$ cat src/rtl/branch_unit.sv
// ============================================================================
// Module   : branch_unit
// Purpose  : Conditional branch resolver. Holds a {Z,C,S,O} flag register,
//            evaluates a 4-bit condition code on each accepted request, and
//            emits a one-cycle redirect pulse with the next fetch address.
//            A taken branch costs one FLUSH cycle during which requests are
//            refused. A saturating counter tracks taken branches.
// Revision : 1.0  initial release
// ============================================================================
`default_nettype none

module branch_unit #(
  parameter int unsigned ADDR_W = 16,
  parameter int unsigned CNT_W  = 8,
  parameter int unsigned BYPASS = 1
) (
  input  logic              clk,
  input  logic              n_reset,
  input  logic              flag_we,
  input  logic              zero_in,
  input  logic              carry_in,
  input  logic              sign_in,
  input  logic              overflow_in,
  input  logic              br_valid,
  output logic              br_ready,
  input  logic [3:0]        br_cond,
  input  logic [ADDR_W-1:0] br_pc,
  input  logic [ADDR_W-1:0] br_target,
  output logic              redirect_valid,
  output logic              redirect_taken,
  output logic [ADDR_W-1:0] redirect_pc,
  output logic              illegal_cond,
  output logic [CNT_W-1:0]  taken_count
);

  localparam bit            BYP_EN  = (BYPASS != 0);
  localparam logic [ADDR_W-1:0] PC_ONE = {{(ADDR_W-1){1'b0}}, 1'b1};

  typedef enum logic [0:0] {
    ST_READY = 1'b0,
    ST_FLUSH = 1'b1
  } state_e;

  state_e              state_q;
  logic                br_ready_q;
  logic [3:0]          flags_q;          // {Z,C,S,O}
  logic                redirect_valid_q;
  logic                redirect_taken_q;
  logic [ADDR_W-1:0]   redirect_pc_q;
  logic                illegal_q;
  logic [CNT_W-1:0]    taken_count_q;

  logic                accept;
  logic                z_e, c_e, s_e, o_e;
  logic                taken_d;
  logic                illegal_d;
  logic [ADDR_W-1:0]   redirect_pc_d;

  assign accept = br_valid & br_ready_q;

  // Pick evaluation flags (forwarded ALU flags or stored copy) and resolve the condition.
  always_comb begin
    z_e       = flags_q[3];
    c_e       = flags_q[2];
    s_e       = flags_q[1];
    o_e       = flags_q[0];
    taken_d   = 1'b0;
    illegal_d = 1'b0;
    if (BYP_EN && flag_we) begin
      z_e = zero_in;
      c_e = carry_in;
      s_e = sign_in;
      o_e = overflow_in;
    end
    case (br_cond)
      4'd0:    taken_d = 1'b0;
      4'd1:    taken_d = 1'b1;
      4'd2:    taken_d = z_e;
      4'd3:    taken_d = ~z_e;
      4'd4:    taken_d = c_e;
      4'd5:    taken_d = c_e | z_e;
      4'd6:    taken_d = ~c_e & ~z_e;
      4'd7:    taken_d = ~c_e;
      4'd8:    taken_d = ~z_e & (s_e == o_e);
      4'd9:    taken_d = (s_e == o_e);
      4'd10:   taken_d = (s_e != o_e);
      4'd11:   taken_d = z_e | (s_e != o_e);
      default: illegal_d = 1'b1;     // reserved codes resolve not-taken
    endcase
    redirect_pc_d = taken_d ? br_target : (br_pc + PC_ONE);
  end

  // Flag register loads the ALU flags whenever flag_we is high.
  always_ff @(posedge clk or negedge n_reset) begin
    if (!n_reset) begin
      flags_q <= 4'b0000;
    end else if (flag_we) begin
      flags_q <= {zero_in, carry_in, sign_in, overflow_in};
    end
  end

  // READY/FLUSH control: a taken accept inserts exactly one refusal cycle.
  always_ff @(posedge clk or negedge n_reset) begin
    if (!n_reset) begin
      state_q    <= ST_READY;
      br_ready_q <= 1'b1;
    end else begin
      case (state_q)
        ST_READY: begin
          if (accept && taken_d) begin
            state_q    <= ST_FLUSH;
            br_ready_q <= 1'b0;
          end
        end
        ST_FLUSH: begin
          state_q    <= ST_READY;
          br_ready_q <= 1'b1;
        end
        default: begin
          state_q    <= ST_READY;
          br_ready_q <= 1'b1;
        end
      endcase
    end
  end

  // Result registers: pulse outputs follow accept, decision/address hold between pulses.
  always_ff @(posedge clk or negedge n_reset) begin
    if (!n_reset) begin
      redirect_valid_q <= 1'b0;
      redirect_taken_q <= 1'b0;
      redirect_pc_q    <= '0;
      illegal_q        <= 1'b0;
    end else begin
      redirect_valid_q <= accept;
      illegal_q        <= accept & illegal_d;
      if (accept) begin
        redirect_taken_q <= taken_d;
        redirect_pc_q    <= redirect_pc_d;
      end
    end
  end

  // Taken-branch statistics, saturating at all-ones.
  always_ff @(posedge clk or negedge n_reset) begin
    if (!n_reset) begin
      taken_count_q <= '0;
    end else if (accept && taken_d && (taken_count_q != {CNT_W{1'b1}})) begin
      taken_count_q <= taken_count_q + {{(CNT_W-1){1'b0}}, 1'b1};
    end
  end

  assign br_ready       = br_ready_q;
  assign redirect_valid = redirect_valid_q;
  assign redirect_taken = redirect_taken_q;
  assign redirect_pc    = redirect_pc_q;
  assign illegal_cond   = illegal_q;
  assign taken_count    = taken_count_q;

endmodule

`default_nettype wire

$ cat config.mk
export PLATFORM = sky130hd
export DESIGN_NAME = branch_unit
export DESIGN_NICKNAME = d
export VERILOG_FILES = /design/src/rtl/branch_unit.sv
export SDC_FILE = /design/constraint.sdc
export NUM_CORES = 1
export LEC_CHECK = 0
export BUFFER_PORTS_ARGS = -buffer_cell sky130_fd_sc_hd__buf_2
export CORE_MARGIN = 4
export CORE_UTILIZATION = 51
export CTS_BUF_LIST = sky130_fd_sc_hd__clkbuf_8
export DETAILED_ROUTE_END_ITERATION = 16
export PLACE_DENSITY_LB_ADDON = 0.12
export SLEW_MARGIN = 0
export SYNTH_ARGS = -nofsm -noshare
export SYNTH_HDL_FRONTEND = slang
export SYNTH_SLANG_ARGS = --single-unit
$ cat constraint.sdc
create_clock -name clk -period 2.5 [get_ports clk]
set_clock_uncertainty 0.1 [all_clocks]
set_input_delay 0.125 -clock clk [delete_from_list [all_inputs] [get_ports clk]]
set_output_delay 0.125 -clock clk [all_outputs]
set_load 0.005 [all_outputs]
==> results of run 1 <==
-- cells in the mapped netlist (all sizes together) --
cell / instances
dfrtp: 32
nand2: 25
o21ai: 22
a21oi: 19
xnor2: 14
o31ai: 13
nand3: 9
nor2: 7
xor2: 7
buf: 6
clkbuf: 6
mux2: 6
inv: 5
and3: 4
nand4: 4
nor3: 4
a31o: 2
a31oi: 2
and4: 2
ha: 2
nand2b: 2
nor4b: 2
a211o: 1
a211oi: 1
a21o: 1
a311o: 1
a311oi: 1
dfstp: 1
mux2i: 1
nand3b: 1
nor4: 1
o22ai: 1
o31a: 1
or2: 1
-- metrics by stage --
stage | worst slack, ns | cells | utilization (%) | hold WS (ns)
after floorplan | 0.516 | 207 | - | -0.271
after global placement | 0.400 | 321 | 67.1 | 0.129
after detailed placement | 0.378 | 321 | 67.1 | 0.125
after CTS | 0.367 | 341 | 73.5 | 0.00221
after global routing | 0.0851 | 341 | 73.5 | 0.0238
final | 0.319 | 341 | 73.5 | 0.00548
-- cells by family after synthesis --
group | Yosys count | share of synthesized area (%)
XOR/XNOR | 21 | 9.64
AND/OR/NAND/NOR | 62 | 16.0
AO/OA/AOI/OAI | 65 | 20.9
multiplexers | 7 | 4.26
flip-flops | 33 | 43.3
adder cells (fa/ha/maj) | 2 | 1.31
buffers and inverters | 17 | 4.52
-- where the power goes --
group / internal, mW / switching [mW] / total (mW) / leakage (nW)
clock network: 0.249 / 0.190 / 0.439 / 0.0542
logic: 0.0851 / 0.102 / 0.187 / 0.790
registers: 0.541 / 0.00278 / 0.543 / 0.448
total: 0.874 / 0.295 / 1.17 / 1.29
-- layout make-up --
cell class / count / area, um^2
multi-input combinational: 157 / 1000
fill: 286 / 920
sequential: 33 / 827
timing repair buffer: 92 / 543
clock buffer: 7 / 96.3
tap: 46 / 57.6
inverter: 5 / 18.8
clock inverter: 1 / 5.00
-- cell usage in the layout (no fill, tap or decap), types with 4 or more instances in the layout --
cell and count:
sky130_fd_sc_hd__and3_1 4, sky130_fd_sc_hd__inv_1 5, sky130_fd_sc_hd__o21ai_0 7, sky130_fd_sc_hd__buf_4 9, sky130_fd_sc_hd__mux2_2 4, sky130_fd_sc_hd__nand3_1 9, sky130_fd_sc_hd__dfrtp_1 32, sky130_fd_sc_hd__o21ai_1 15
sky130_fd_sc_hd__clkbuf_8 7, sky130_fd_sc_hd__dlygate4sd3_1 12, sky130_fd_sc_hd__buf_2 71, sky130_fd_sc_hd__nand2_1 24, sky130_fd_sc_hd__xor2_1 7, sky130_fd_sc_hd__a21oi_1 18, sky130_fd_sc_hd__nor2_1 7, sky130_fd_sc_hd__o31ai_1 13
sky130_fd_sc_hd__nor3_1 4, sky130_fd_sc_hd__nand4_1 4, sky130_fd_sc_hd__xnor2_1 14
-- per-layer routing --
layer | vias to the layer above | track usage [%]
met5 | - | 0
met4 | 0 | 7.59
met3 | 7 | 4.07
met2 | 74 | 35.6
met1 | 852 | 27.2
li1 | 920 | -
-- registers in the layout (all words and copies together) (netlist names) --
name	flops
state_q	1
taken_count	8
flags_q	4
redirect_pc	16
redirect_valid	1
redirect_taken	1
illegal_cond	1
br_ready	1
-- how the worst max path moves through the flow --
stage	start	to	slack, ns
CTS	sign_in	redirect_pc[0]	0.37
global route	sign_in	redirect_pc[5]	0.09
detailed placement	flags_q[3]	redirect_pc[0]	0.38
global placement	flags_q[3]	redirect_pc[7]	0.40
floorplan	flags_q[3]	taken_count[1]	0.52
finish	sign_in	redirect_pc[0]	0.32
-- repair_timing --
item	4_1_cts	5_1_grt
buffers inserted	0	0
hold endpoints to repair	43	0
hold buffers	12	0
-- critical path, delay by kind of cell --
family	cells	cell delay, ns
buffers and inverters	3	0.95
AND/OR/NAND/NOR	1	0.39
AO/OA/AOI/OAI	3	0.55
multiplexers	1	0.11
XOR/XNOR	1	0.14
==> metrics.md, run 1 <==
| Metric | Value |
|---|---|
| Initial standard-cell utilization of the core | 55.0% |
| Number of buffers on the longest clock path | 2 |
| Global-route total usage across every layer | 21.2% |
| Routed length on met2 | 2.39 mm |
| Number of sinks handled by clock tree synthesis | 33 |
| Clock latency of the later-clocked register in the worst-skew pair | 0.29 ns |
| Fraction of synthesized cell area taken by the top area cell type | 42.0% |
| Clock tree root driver cell | sky130_fd_sc_hd__clkbuf_8 |
| Number of vias in the routed layout | 1,853 |
| Drt pass-1 iters | 5 |
| Maximum fanout along the worst path | 9 |
| Endpoint required time on the critical path | 2.57 ns |
| Slowest cell on the critical path | sky130_fd_sc_hd__dlygate4sd3_1 |
| Cell area after synthesis | 1910 um^2 |
| Crit Path Category | in -> reg |
| Synthesized area per cell | 9.22 um^2 |
| Number of antenna violations at the first check in global routing | 0 |
| Warnings, synthesis | 0 |
| Min Tclk post-route | 2.18 ns |
| List of cells traversed by the critical path | dlygate4sd3_1 -> buf_2 -> xor2_1 -> mux2i_1 -> a311o_1 -> nor2_1 -> buf_4 -> o31a_1 -> a21oi_1 |
| Total clock buffers created by CTS | 5 |
| Fmax achieved | 0.458 GHz |
| Cells on worst reg2reg path | 7 |
| Critical Path AT | 2.25 ns |
| Count of input and output buffers | 71 |
| Number of design rule violations left after detail routing | 0 |
| # resized after CTS | 0 |
| Area Overhead vs Synth | 33.6% |
| Highest metal used | met4 |
| Cell area after layout | 2550 um^2 |
| Post-DRT Antenna Nets | 0 |
| Sum Neg Setup Slack | 0 ns |
| Standard-cell rows | 21 |
| Via density | 5.43 |
| Worst-case headroom to the max-slew limit | 52.1% |
| Max incr delay on CP | 0.55 ns |
| Final Slew Violations | 0 |
| Metal3 WL | 367 um |
| Endpoint kind of the worst setup timing path | flop |
| Final weighted congestion in routability-driven placement | 0.925 |
| Floorplan die width | 69.2 um |
| Sequential-to-total area share from yosys stat | 43.3% |
| Number of stages on the worst hold path | 3 |
| IR drop worst, VDD | 308 uV |
| Count of mapped cells out of synthesis | 207 |
| Final number of hold-violating endpoints | 0 |
| Unrepaired setup endpoints after global routing | no |
| Startpoint of the worst-slack reg-to-reg timing path | flags_q[3] |
| Die span in y | 69.2 um |
| Global route overflow | 0 |
| Wire length of the first global-routing pass | 8.36 mm |
| WL/cell | 14.5 um |
| Run status | finished clean |
| Slew of the pin with the lowest slew margin | 0.718 ns |
| Min-delay worst type | in -> reg |
| Register-to-register setup slack | 0.36 ns |
| Power consumption | 1.17 mW |
| Power per unit of standard cell area | 459 nW/um^2 |
| Max-cap violation count | 0 |
| Largest cells by area after synthesis | sky130_fd_sc_hd__dfrtp_1 42%, sky130_fd_sc_hd__xnor2_1 6.4%, sky130_fd_sc_hd__o31ai_1 5.1% |
| CTS tree | done |
| Post-layout net count | 340 |
| Wire length on met1 | 2.12 mm |
| Total length of routed wires | 4.95 mm |
| Static power due to leakage | 1.29 nW |
| Via count of the first global-routing pass | 1,849 |
| Pin count of the biggest net entering global routing | 34 |
| Clk pin slew, worst setup/hold paths | 0.06 ns |
| End of the worst register-to-register path | redirect_pc[8] |
| Post-synthesis sequential element count | 33 |
| Most area-hungry cell type in the Yosys netlist | sky130_fd_sc_hd__dfrtp_1 |
| Final worst path period share | 87.2% |
| Synthesized net count | 253 |
| Startpoint class of the critical path | input port |
| Post-place instance area | 2330 um^2 |
| Share of post-route cells with drive strength above 1 | 33.9% |
| Area of the die | 4780 um^2 |
| Number of top-level design ports | 72 |
| Initial DRC Count | 135 |
| Final setup violation count | 0 |
| Core region area | 3470 um^2 |
| H-Tree Depth | 2 |
| Antenna diode count | 0 |
| DPL Wire Length | 3.62 mm |
| Hold path start | br_target[7] |
| Hold Path Sink | redirect_pc[7] |
| Library cells used by synthesis | 41 |
Note: power is estimated with default switching activity, not from simulation.
==> run 2: changes to the inputs <==
--- a/config.mk
+++ b/config.mk
@@ -11,6 +11,7 @@
 export CTS_BUF_LIST = sky130_fd_sc_hd__clkbuf_8
 export DETAILED_ROUTE_END_ITERATION = 16
 export PLACE_DENSITY_LB_ADDON = 0.12
+export SKIP_CTS_REPAIR_TIMING = 1
 export SLEW_MARGIN = 0
 export SYNTH_ARGS = -nofsm -noshare
 export SYNTH_HDL_FRONTEND = slang
==> constraint.sdc (replaced) <==
create_clock -name clk -period 2.45 [get_ports clk]
set_clock_uncertainty 0.1 [all_clocks]
set_input_delay 0.1225 -clock clk [delete_from_list [all_inputs] [get_ports clk]]
set_output_delay 0.1225 -clock clk [all_outputs]
set_load 0.005 [all_outputs]
==> run 2 against run 1 <==
  * The run now ends with hold timing left
  * Critical path depth decreased by 3
  * Non-clock buffer count down 9
  * Design area is 2.8% lower
  * First-iteration DRC count increased by 15%
  * Via count is 1.7% lower
  * Clock-buffer cell count down 1
  * Core utilization fell by 2.1 points
  * Highest routed layer unchanged
==> metrics.md, run 2 (synthesis gave the netlist of run 1 again) <==
| Metric | Value |
|---|---|
| Run status | finished, violations left |
| Violated checks | hold timing |
| Number of antenna violations at the first check in global routing | 0 |
| Via density | 5.49 |
| Number of filler cells placed in the layout | 297 |
| Slew of the pin with the lowest slew margin | 0.730 ns |
| Number of top-level design ports | 72 |
| Number of vias in the routed layout | 1,822 |
| Power per unit of standard cell area | 508 nW/um^2 |
| Number of design rule violations left after detail routing | 0 |
| Unrepaired setup endpoints after global routing | no |
| Core region area | 3470 um^2 |
| Endpoint kind of the worst setup timing path | flop |
| Die span in y | 69.2 um |
| Most common cell after layout, fill and taps aside | sky130_fd_sc_hd__buf_2 |
| Total clock buffers created by CTS | 5 |
| Initial DRC Count | 155 |
| Startpoint class of the critical path | flop |
| Min-delay worst type | in -> reg |
| DPL Wire Length | 3.58 mm |
| Final weighted congestion in routability-driven placement | 0.795 |
| WL/cell | 14.8 um |
| Min Tclk post-route | 2.21 ns |
| CTS tree | done |
| Fmax achieved | 0.453 GHz |
| Top library cells by usage in the layout, fill and taps aside | 71 x sky130_fd_sc_hd__buf_2, 32 x sky130_fd_sc_hd__dfrtp_1, 24 x sky130_fd_sc_hd__nand2_1 |
| Number of flip-flops under the largest register name | 16 |
| Initial standard-cell utilization of the core | 55.0% |
| Share of post-route cells with drive strength above 1 | 34.3% |
| Worst-case headroom to the max-slew limit | 51.3% |
| H-Tree Depth | 2 |
| Area Overhead vs Synth | 29.8% |
| Clk pin slew, worst setup/hold paths | 0.07 ns |
| Global-route total usage across every layer | 21.0% |
| Final worst path period share | 90.1% |
| Final worst slack | 0.243 ns |
| IR drop worst, VDD | 431 uV |
| Count of input and output buffers | 71 |
| Global route overflow | 0 |
| Final Slew Violations | 0 |
| Antenna diode count | 0 |
| Post-layout net count | 331 |
| Maximum fanout along the worst path | 7 |
| Worst slack on hold paths | -0.00833 ns |
| Floorplan die width | 69.2 um |
| Sum Neg Setup Slack | 0 ns |
| Wire length of the first global-routing pass | 8.20 mm |
| Clock tree root driver cell | sky130_fd_sc_hd__clkbuf_8 |
| Static power due to leakage | 1.26 nW |
| Crit Path Category | reg -> reg |
| Endpoint required time on the critical path | 2.53 ns |
| Area of the die | 4780 um^2 |
| Post-place instance area | 2320 um^2 |
| Post-DRT Antenna Nets | 0 |
| Standard-cell rows | 21 |
| Final number of hold-violating endpoints | 4 |
| Clock latency of the later-clocked register in the worst-skew pair | 0.29 ns |
| Total length of routed wires | 4.90 mm |
| Placement-stage worst setup slack | 0.317 ns |
| Final setup violation count | 0 |
| Max-cap violation count | 0 |
| Number of sinks handled by clock tree synthesis | 33 |
| Drt pass-1 iters | 4 |
| Critical Path AT | 2.28 ns |
| Pin count of the biggest net entering global routing | 34 |
| Cell area after layout | 2480 um^2 |
| Via count of the first global-routing pass | 1,761 |
| Number of buffers on the longest clock path | 2 |
[run 2: cell count changes in the layout (fill, tap and decap cells not counted), sizes merged]
cell	delta
buf	-1
bufinv	+1
clkbuf	-1
clkinv	-1
dlygate4sd3	-8
inv	+1
[run 2: cell type report]
| type | instances | area (um^2) | area share (%) |
|---|---|---|---|
| Clock buffer | 6 | 82.6 | 3.34 |
| Sequential cell | 33 | 827 | 33.4 |
| Multi-Input combinational cell | 157 | 1000 | 40.4 |
| Timing Repair Buffer | 83 | 455 | 18.4 |
| Tap cell | 46 | 57.6 | 2.32 |
| Clock inverter | 2 | 33.8 | 1.36 |
| Inverter | 5 | 18.8 | 0.758 |
[run 2: per-stage QoR]
stage	utilization [%]	hold slack, ns	instances	power (mW)
after floorplan	-	-0.273	207	0.658
after global placement	66.9	0.130	320	0.735
after detailed placement	66.9	0.127	320	0.737
after CTS	70.2	-0.189	328	1.26
after global routing	71.4	0.00371	332	1.32
final	71.4	-0.00833	332	1.26
[run 2: power breakdown]
group	internal (mW)	switching, mW	total (mW)
Clock	0.327	0.197	0.525
Combinational	0.0772	0.102	0.179
Sequential	0.551	0.00325	0.555
Total	0.956	0.303	1.26
[run 2: routing by layer]
metal / wire length [um] / up-vias / part of all wire [%] / track usage [%]
met5: 0 / - / 0 / 0
met1: 2160 / 847 / 44 / 27.6
met3: 372 / 6 / 7.6 / 6.25
met2: 2320 / 69 / 47 / 33.5
met4: 59 / 0 / 1.2 / 5.86
li1: - / 900 / - / -
[run 2: worst max-delay path, cell delays in order, from the launching register on]
cell and delay, ns:
sky130_fd_sc_hd__dfrtp_1 0.37, sky130_fd_sc_hd__mux2_4 0.31, sky130_fd_sc_hd__nor4b_1 0.16, sky130_fd_sc_hd__a311oi_1 0.38, sky130_fd_sc_hd__a31oi_2 0.19, sky130_fd_sc_hd__o21ai_0 0.23
sky130_fd_sc_hd__mux2_2 0.36
[run 2: final timing paths]
check,startpoint,endpoint,slack [ns],cells past startpoint
min in group asynchronous,n_reset,taken_count[2],0.33,2
max in group asynchronous,n_reset,redirect_pc[14],1.45,2
hold reg to reg,state_q,state_q,0.33,1
setup / recovery,flags_q[3],taken_count[6],0.24,6
hold / removal,br_target[13],redirect_pc[13],-0.008,3
setup reg to reg,flags_q[3],taken_count[6],0.24,6
